File: src/rtl/kanagawa_hal_credit_chain_pkg.sv
// Shared constants and helpers for the credit-based pipeline chain.
package kanagawa_hal_credit_chain_pkg;

    localparam int MAX_STAGE_DEPTH = 99;

    // Smallest receive buffer that covers the full credit loop latency.
    function automatic int min_full_rate_fifo_depth(input int fwd_depth, input int bwd_depth);
        return fwd_depth + bwd_depth + 2;
    endfunction

endpackage

File: src/rtl/kanagawa_hal_credit_fifo.sv
// Show-ahead receive buffer of the credit chain; head word is visible while !empty.
module kanagawa_hal_credit_fifo #(
    parameter int WIDTH      = 32,
    parameter int FIFO_DEPTH = 6
) (
    input  logic             clk,
    input  logic             rst,
    input  logic             wr_en,
    input  logic [WIDTH-1:0] wr_data,
    input  logic             rd_en,
    output logic [WIDTH-1:0] rd_data,
    output logic             full,
    output logic             empty
);

    localparam int PTR_W = (FIFO_DEPTH > 1) ? $clog2(FIFO_DEPTH) : 1;
    localparam int CNT_W = $clog2(FIFO_DEPTH + 1);

    if (FIFO_DEPTH < 1) begin : g_bad_depth
        $error("kanagawa_hal_credit_fifo: FIFO_DEPTH must be >= 1");
    end

    logic [WIDTH-1:0] mem [FIFO_DEPTH];
    logic [PTR_W-1:0] wr_ptr;
    logic [PTR_W-1:0] rd_ptr;
    logic [CNT_W-1:0] count;
    logic             do_wr;
    logic             do_rd;

    function automatic logic [PTR_W-1:0] bump(input logic [PTR_W-1:0] p);
        return (p == PTR_W'(FIFO_DEPTH - 1)) ? '0 : p + 1'b1;
    endfunction

    assign full    = (count == CNT_W'(FIFO_DEPTH));
    assign empty   = (count == '0);
    // A write into a full buffer is only legal when the head leaves in the same cycle.
    assign do_wr   = wr_en && (!full || rd_en);
    assign do_rd   = rd_en && !empty;
    assign rd_data = mem[rd_ptr];

    // NOTE: storage has no reset; only pointers and count decide what is valid.
    always_ff @(posedge clk) begin
        if (do_wr) begin
            mem[wr_ptr] <= wr_data;
        end
    end

    // NOTE: sequential state uses <= so every register samples pre-edge values.
    always_ff @(posedge clk or posedge rst) begin
        if (rst) begin
            wr_ptr <= '0;
            rd_ptr <= '0;
            count  <= '0;
        end else begin
            if (do_wr) wr_ptr <= bump(wr_ptr);
            if (do_rd) rd_ptr <= bump(rd_ptr);
            case ({do_wr, do_rd})
                2'b10:   count <= count + 1'b1;
                2'b01:   count <= count - 1'b1;
                default: count <= count;
            endcase
        end
    end

endmodule

File: src/rtl/kanagawa_hal_credit_pipeline_chain.sv
// Credit-flow-controlled register chain: retimable forward and credit-return stages feeding a receive FIFO.
// Optional protocol checker compiled in with `define KANAGAWA_HAL_CREDIT_CHAIN_CHECK_EN.
module kanagawa_hal_credit_pipeline_chain
    import kanagawa_hal_credit_chain_pkg::*;
#(
    parameter int WIDTH      = 32,
    parameter int FWD_DEPTH  = 2,
    parameter int BWD_DEPTH  = 2,
    parameter int FIFO_DEPTH = 6
) (
    input  logic             clk,
    input  logic             rst,
    input  logic             in_valid,
    input  logic [WIDTH-1:0] in_data,
    output logic             in_ready,
    output logic             out_valid,
    output logic [WIDTH-1:0] out_data,
    input  logic             out_ready,
    output logic             error
);

    localparam int CRED_W = $clog2(FIFO_DEPTH + 1);

    if (WIDTH < 1) begin : g_bad_width
        $error("kanagawa_hal_credit_pipeline_chain: WIDTH must be >= 1");
    end
    if (FWD_DEPTH < 1 || FWD_DEPTH > MAX_STAGE_DEPTH) begin : g_bad_fwd
        $error("kanagawa_hal_credit_pipeline_chain: FWD_DEPTH out of range 1..99");
    end
    if (BWD_DEPTH < 1 || BWD_DEPTH > MAX_STAGE_DEPTH) begin : g_bad_bwd
        $error("kanagawa_hal_credit_pipeline_chain: BWD_DEPTH out of range 1..99");
    end
    if (FIFO_DEPTH < 1) begin : g_bad_fifo
        $error("kanagawa_hal_credit_pipeline_chain: FIFO_DEPTH must be >= 1");
    end

    logic [CRED_W-1:0]    credits;
    logic [CRED_W-1:0]    credits_next;
    logic                 accept;
    logic                 credit_ret;
    logic                 pop;
    logic [FWD_DEPTH-1:0] fwd_valid;
    logic [WIDTH-1:0]     fwd_data [FWD_DEPTH];
    logic [BWD_DEPTH-1:0] bwd_pulse;
    logic                 fifo_full;
    logic                 fifo_empty;

    assign in_ready   = (credits != '0);
    assign accept     = in_valid && in_ready;
    assign credit_ret = bwd_pulse[BWD_DEPTH-1];
    assign out_valid  = !fifo_empty;
    assign pop        = out_valid && out_ready;

    // NOTE: default first so every path assigns credits_next and no latch is inferred.
    always_comb begin
        credits_next = credits;
        if (accept && !credit_ret) begin
            credits_next = credits - 1'b1;
        end else if (!accept && credit_ret) begin
            credits_next = credits + 1'b1;
        end
    end

    always_ff @(posedge clk or posedge rst) begin
        if (rst) begin
            credits   <= CRED_W'(FIFO_DEPTH);
            fwd_valid <= '0;
            bwd_pulse <= '0;
        end else begin
            credits      <= credits_next;
            fwd_valid[0] <= accept;
            bwd_pulse[0] <= pop;
            for (int i = 1; i < FWD_DEPTH; i++) fwd_valid[i] <= fwd_valid[i-1];
            for (int i = 1; i < BWD_DEPTH; i++) bwd_pulse[i] <= bwd_pulse[i-1];
        end
    end

    // Data stages load every cycle; the matching valid bit says whether they mean anything.
    always_ff @(posedge clk) begin
        fwd_data[0] <= in_data;
        for (int i = 1; i < FWD_DEPTH; i++) fwd_data[i] <= fwd_data[i-1];
    end

    kanagawa_hal_credit_fifo #(
        .WIDTH      (WIDTH),
        .FIFO_DEPTH (FIFO_DEPTH)
    ) u_fifo (
        .clk     (clk),
        .rst     (rst),
        .wr_en   (fwd_valid[FWD_DEPTH-1]),
        .wr_data (fwd_data[FWD_DEPTH-1]),
        .rd_en   (pop),
        .rd_data (out_data),
        .full    (fifo_full),
        .empty   (fifo_empty)
    );

`ifdef KANAGAWA_HAL_CREDIT_CHAIN_CHECK_EN
    logic error_q;

    always_ff @(posedge clk or posedge rst) begin
        if (rst) begin
            error_q <= 1'b0;
        end else if ((fwd_valid[FWD_DEPTH-1] && fifo_full && !pop) ||
                     (pop && fifo_empty) ||
                     (credits > CRED_W'(FIFO_DEPTH))) begin
            error_q <= 1'b1;
        end
    end

    assign error = error_q;
`else
    logic unused_full;
    assign unused_full = fifo_full;
    assign error       = 1'b0;
`endif

endmodule

File: config.mk
export PLATFORM = sky130hd
export DESIGN_NAME = kanagawa_hal_credit_pipeline_chain
export DESIGN_NICKNAME = d
export VERILOG_FILES = /design/src/rtl/kanagawa_hal_credit_chain_pkg.sv /design/src/rtl/kanagawa_hal_credit_fifo.sv /design/src/rtl/kanagawa_hal_credit_pipeline_chain.sv
export SDC_FILE = /design/constraint.sdc
export NUM_CORES = 1
export LEC_CHECK = 0
export CAP_MARGIN = 20
export CORE_AREA = 2 2 149 151
export CTS_CLUSTER_DIAMETER = 200
export DETAILED_ROUTE_END_ITERATION = 8
export DIE_AREA = 0 0 151 153
export PLACE_DENSITY = 0.62
export SLEW_MARGIN = 20
export SYNTH_ARGS = -nofsm -noshare
export SYNTH_HDL_FRONTEND = slang
export SYNTH_SLANG_ARGS = --single-unit
File: constraint.sdc
create_clock -name clk -period 4.5 [get_ports clk]
set_input_delay 1.35 -clock clk [delete_from_list [all_inputs] [get_ports clk]]
set_output_delay 1.35 -clock clk [all_outputs]
set_load 0.03 [all_outputs]
==> impl_summary.log <==
[metrics] run status: complete, no violations
[metrics] number of cell instances on the worst register-to-register path: 8
[metrics] count of inserted antenna diode cells: 0
[metrics] placed instance count: 844
[metrics] Final TNS setup: 0 ns
[metrics] highest ir drop seen on vdd: about 0.00036 V
[metrics] vias in the first global route: 4,631
[metrics] data required time of the worst path: ~3.2 ns
[metrics] number of standard cells in the layout, taps in and fillers out: 896
[metrics] detailed-route wire length: 16,500 um
[metrics] die area: between 0.02 and 0.025 sq mm
[metrics] height of the chip: 153 um
[metrics] global-route usage over all layers: 14.3%
[metrics] layout cell share with drive strength beyond 1: 17.5%
[metrics] net count reported at finish: approximately 630
[metrics] post-detailed-route DRC marker count: 0
[metrics] sink count of the clock tree: 272
[metrics] count of max-cap constraint violations: 0
[metrics] vias after detailed routing: 4,428
[metrics] share of cell area taken by muxes after synthesis: 10.7%
[metrics] number of ports placed on the die boundary: 71
[metrics] floorplan row count: 54
[metrics] Iter 0 DRT Violations: roughly 200
[metrics] relative area change from synthesis to final layout: 21.9%
[metrics] Yosys warning total: 0
[metrics] Min-Delay Path Depth: 0
[metrics] complex-gate fraction of the synthesized area: 5.92%
[metrics] pin count of the biggest net entering global routing: 41
[metrics] area of the mapped netlist: 0.00955 sq mm
[metrics] final setup skew: 0.0113 ns
[metrics] global placement routability congestion: 0.673
[metrics] library cells used by synthesis: 32
[metrics] Reg2Reg Setup Slack: 2.46 ns
[metrics] hold_buf cts: 0
[metrics] launching element type of the critical path: flop
[metrics] clock period minus worst slack: 4.21 ns
[metrics] Max-slew headroom: 42.0%
[metrics] share of synthesized area occupied by flip-flops and latches: 78.0%
[metrics] worst endpoint data arrival time: around 2.9 ns
[metrics] static leakage: between 4 and 5 nW
[metrics] simple logic cell fraction of the synthesized area: 1.19%
[metrics] per-instance average area after synthesis: around 19 sq um
[metrics] synthesized-area fraction occupied by adder cells: 0.682%
[metrics] post-detailed-placement cell area: 0.0106 sq mm
[metrics] number of endpoints with negative hold slack in the final report: 0
[metrics] clock latency of the later-clocked register in the worst-skew pair: 0.53 ns
[metrics] count of buffers from port buffering: 69
[metrics] unrepaired setup endpoints after global routing: no
[metrics] TritonCTS clock tree: yes
[metrics] global-route wire length before repair: 25,200 um
[metrics] total congestion overflow after global routing: 0
[metrics] number of max-slew violations in the final report: 0
[metrics] gate count after technology mapping: 505
[metrics] flops & latches, synth: approximately 270
[metrics] post-synthesis xor/xnor area fraction: less than 1%
[metrics] number of antenna violations at the first check in global routing: 0
[metrics] number of buffers created by CTS: 28
[metrics] half-perimeter wire length after detailed placement: 9290 um
[metrics] leading cell types in the layout, fill and taps excluded: edfxtp_1, mux2i_1, clkdlybuf4s50_1
[metrics] DP Worst Slack: approximately 0.84 ns
[metrics] number of buffers between clock root and the deepest sink: 3
[metrics] number of gates given a new drive strength after cts: 0
[metrics] crit share post-route: 93.6%
[metrics] number of routed nets with antenna violations: 0
[metrics] classification of the worst-slack hold path: reg2reg
[metrics] horizontal die dimension: roughly 150 um
[metrics] element type at the critical path end: output pin
[metrics] largest family of logic cells by synthesized area: multiplexers
[metrics] Post CTS Setup Buffer Count: 0
[metrics] type of the worst setup path: reg2out
[metrics] Peak Freq: 237 MHz
[metrics] count of TritonRoute iterations in the first routing pass: 4
[metrics] average wire per cell in the routed design: 18.4 um
[metrics] root buffer cell: clkbuf_16
[metrics] most common cell after layout, fill and taps aside: edfxtp_1
[metrics] final design area excluding fillers: 0.0116 sq mm
[metrics] setup slack of the critical path after layout: just under 0.3 ns
[metrics] syn nets: 545
[metrics] count of final setup violators: 0
[metrics] maximum fanout along the worst path: 34
[metrics] starting utilization of the core area: 44.4%
[metrics] via count normalized by instance count: 4.94
[metrics] CTS HTree Levels: 1
[metrics] Floorplan Core Area: approximately 0.021 sq mm
[metrics] CTS clk-pin slew, worst paths: 0.06 ns
[metrics] worst slew pin tran: 0.868 ns
[metrics] power density of the placed cells: 730 mW/mm^2
-- cells by family after synthesis --
family,Yosys count
AOI/OAI and AO/OA,65
xor gates and xnor gates,8
adders and majority gates,4
buffers and inverters,32
DFF,272
muxes,102
other,1
and+or+nand+nor,21
-- final timing paths --
check / startpoint / endpoint
worst min-delay path: fwd_data[0][15] / fwd_data[0][47]
worst max-delay path: u_fifo.rd_ptr[2] / out_data[1]
worst max register to register: u_fifo.count[0] / u_fifo.count[2]
min in group asynchronous: rst / credits[0]
worst min register to register: fwd_data[0][15] / fwd_data[0][47]
max in group asynchronous: rst / u_fifo.rd_ptr[0]
-- worst max-delay path, cell delays in order (launching register included) --
cell,delay [ns]
dfrtp_2,0.38
buf_4,0.43
nor2b_4,0.21
buf_12,0.22
a22o_1,0.23
a21oi_2,0.16
clkdlybuf4s50_1,0.70
-- power by group --
part | internal, mW | total (mW) | switching, mW
clock | 1.57 | 2.47 | 0.896
combinational | 1.15 | 2.76 | 1.61
sequential | 3.07 | 3.26 | 0.189
total | 5.80 | 8.49 | 2.69
-- cells in the mapped netlist --
cell type / instances / area, sq um
dfrtp_1: 14 / 350
edfxtp_1: 192 / 5770
buf_6: 7 / 78.8
clkbuf_1: 3 / 11.3
or3_1: 2 / 12.5
mux2_2: 3 / 33.8
mux2i_1: 99 / 991
nand3_2: 1 / 10.0
a21oi_2: 31 / 272
xnor2_1: 3 / 26.3
buf_4: 2 / 15.0
nand4bb_1: 1 / 11.3
buf_2: 7 / 35.0
nand3b_1: 1 / 7.51
nand2_1: 3 / 11.3
dfxtp_1: 64 / 1280
fa_1: 2 / 40.0
conb_1: 1 / 3.75
nor2b_1: 1 / 6.26
dfstp_2: 2 / 52.6
nor3_1: 2 / 10.0
o31a_1: 1 / 8.76
and2_1: 1 / 6.26
a21oi_1: 1 / 5.00
nor2_1: 7 / 26.3
buf_12: 4 / 80.1
nand2b_1: 1 / 6.26
a22o_1: 32 / 280
xor2_1: 5 / 43.8
ha_1: 2 / 25.0
nor2_2: 1 / 6.26
inv_1: 9 / 33.8
-- state kept, by name, indices dropped and copies added, names as in the netlist --
name / cells
bwd_pulse: 2
fwd_data: 64
u_fifo.rd_ptr: 3
credits: 3
u_fifo.count: 3
fwd_valid: 2
u_fifo.wr_ptr: 3
u_fifo.mem: 192
-- stage by stage --
| step | hold slack [ns] | utilization [%] | power, mW |
|---|---|---|---|
| 6_report | 0.325 | 54.2 | 8.49 |
| 5_1_grt | 0.328 | 54.2 | 8.85 |
| 4_1_cts | 0.325 | 54.2 | 8.59 |
| 3_5_place_dp | 0.312 | 49.4 | 6.10 |
| 3_3_place_gp | 0.310 | 49.4 | 6.03 |
| 2_1_floorplan | 0.310 | - | 5.21 |
-- cell type report --
class / count / area, sq um
clock inverters: 14 / 196
repair buffers: 82 / 876
multi-input cells: 201 / 1900
clock buffers: 38 / 831
flip-flops and latches: 272 / 7450
well taps: 280 / 350
fillers: 1680 / 9850
inverters: 9 / 33.8
-- routing by layer --
metal | up-vias | share of wire [%] | global-route usage (%)
met5 | - | 0 | 0
met4 | 0 | 2.1 | 4.23
met3 | 31 | 4.4 | 2.84
met2 | 99 | 49 | 23.8
met1 | 2201 | 44 | 18.9
li1 | 2097 | - | -
(Power assumes the default switching activity.)
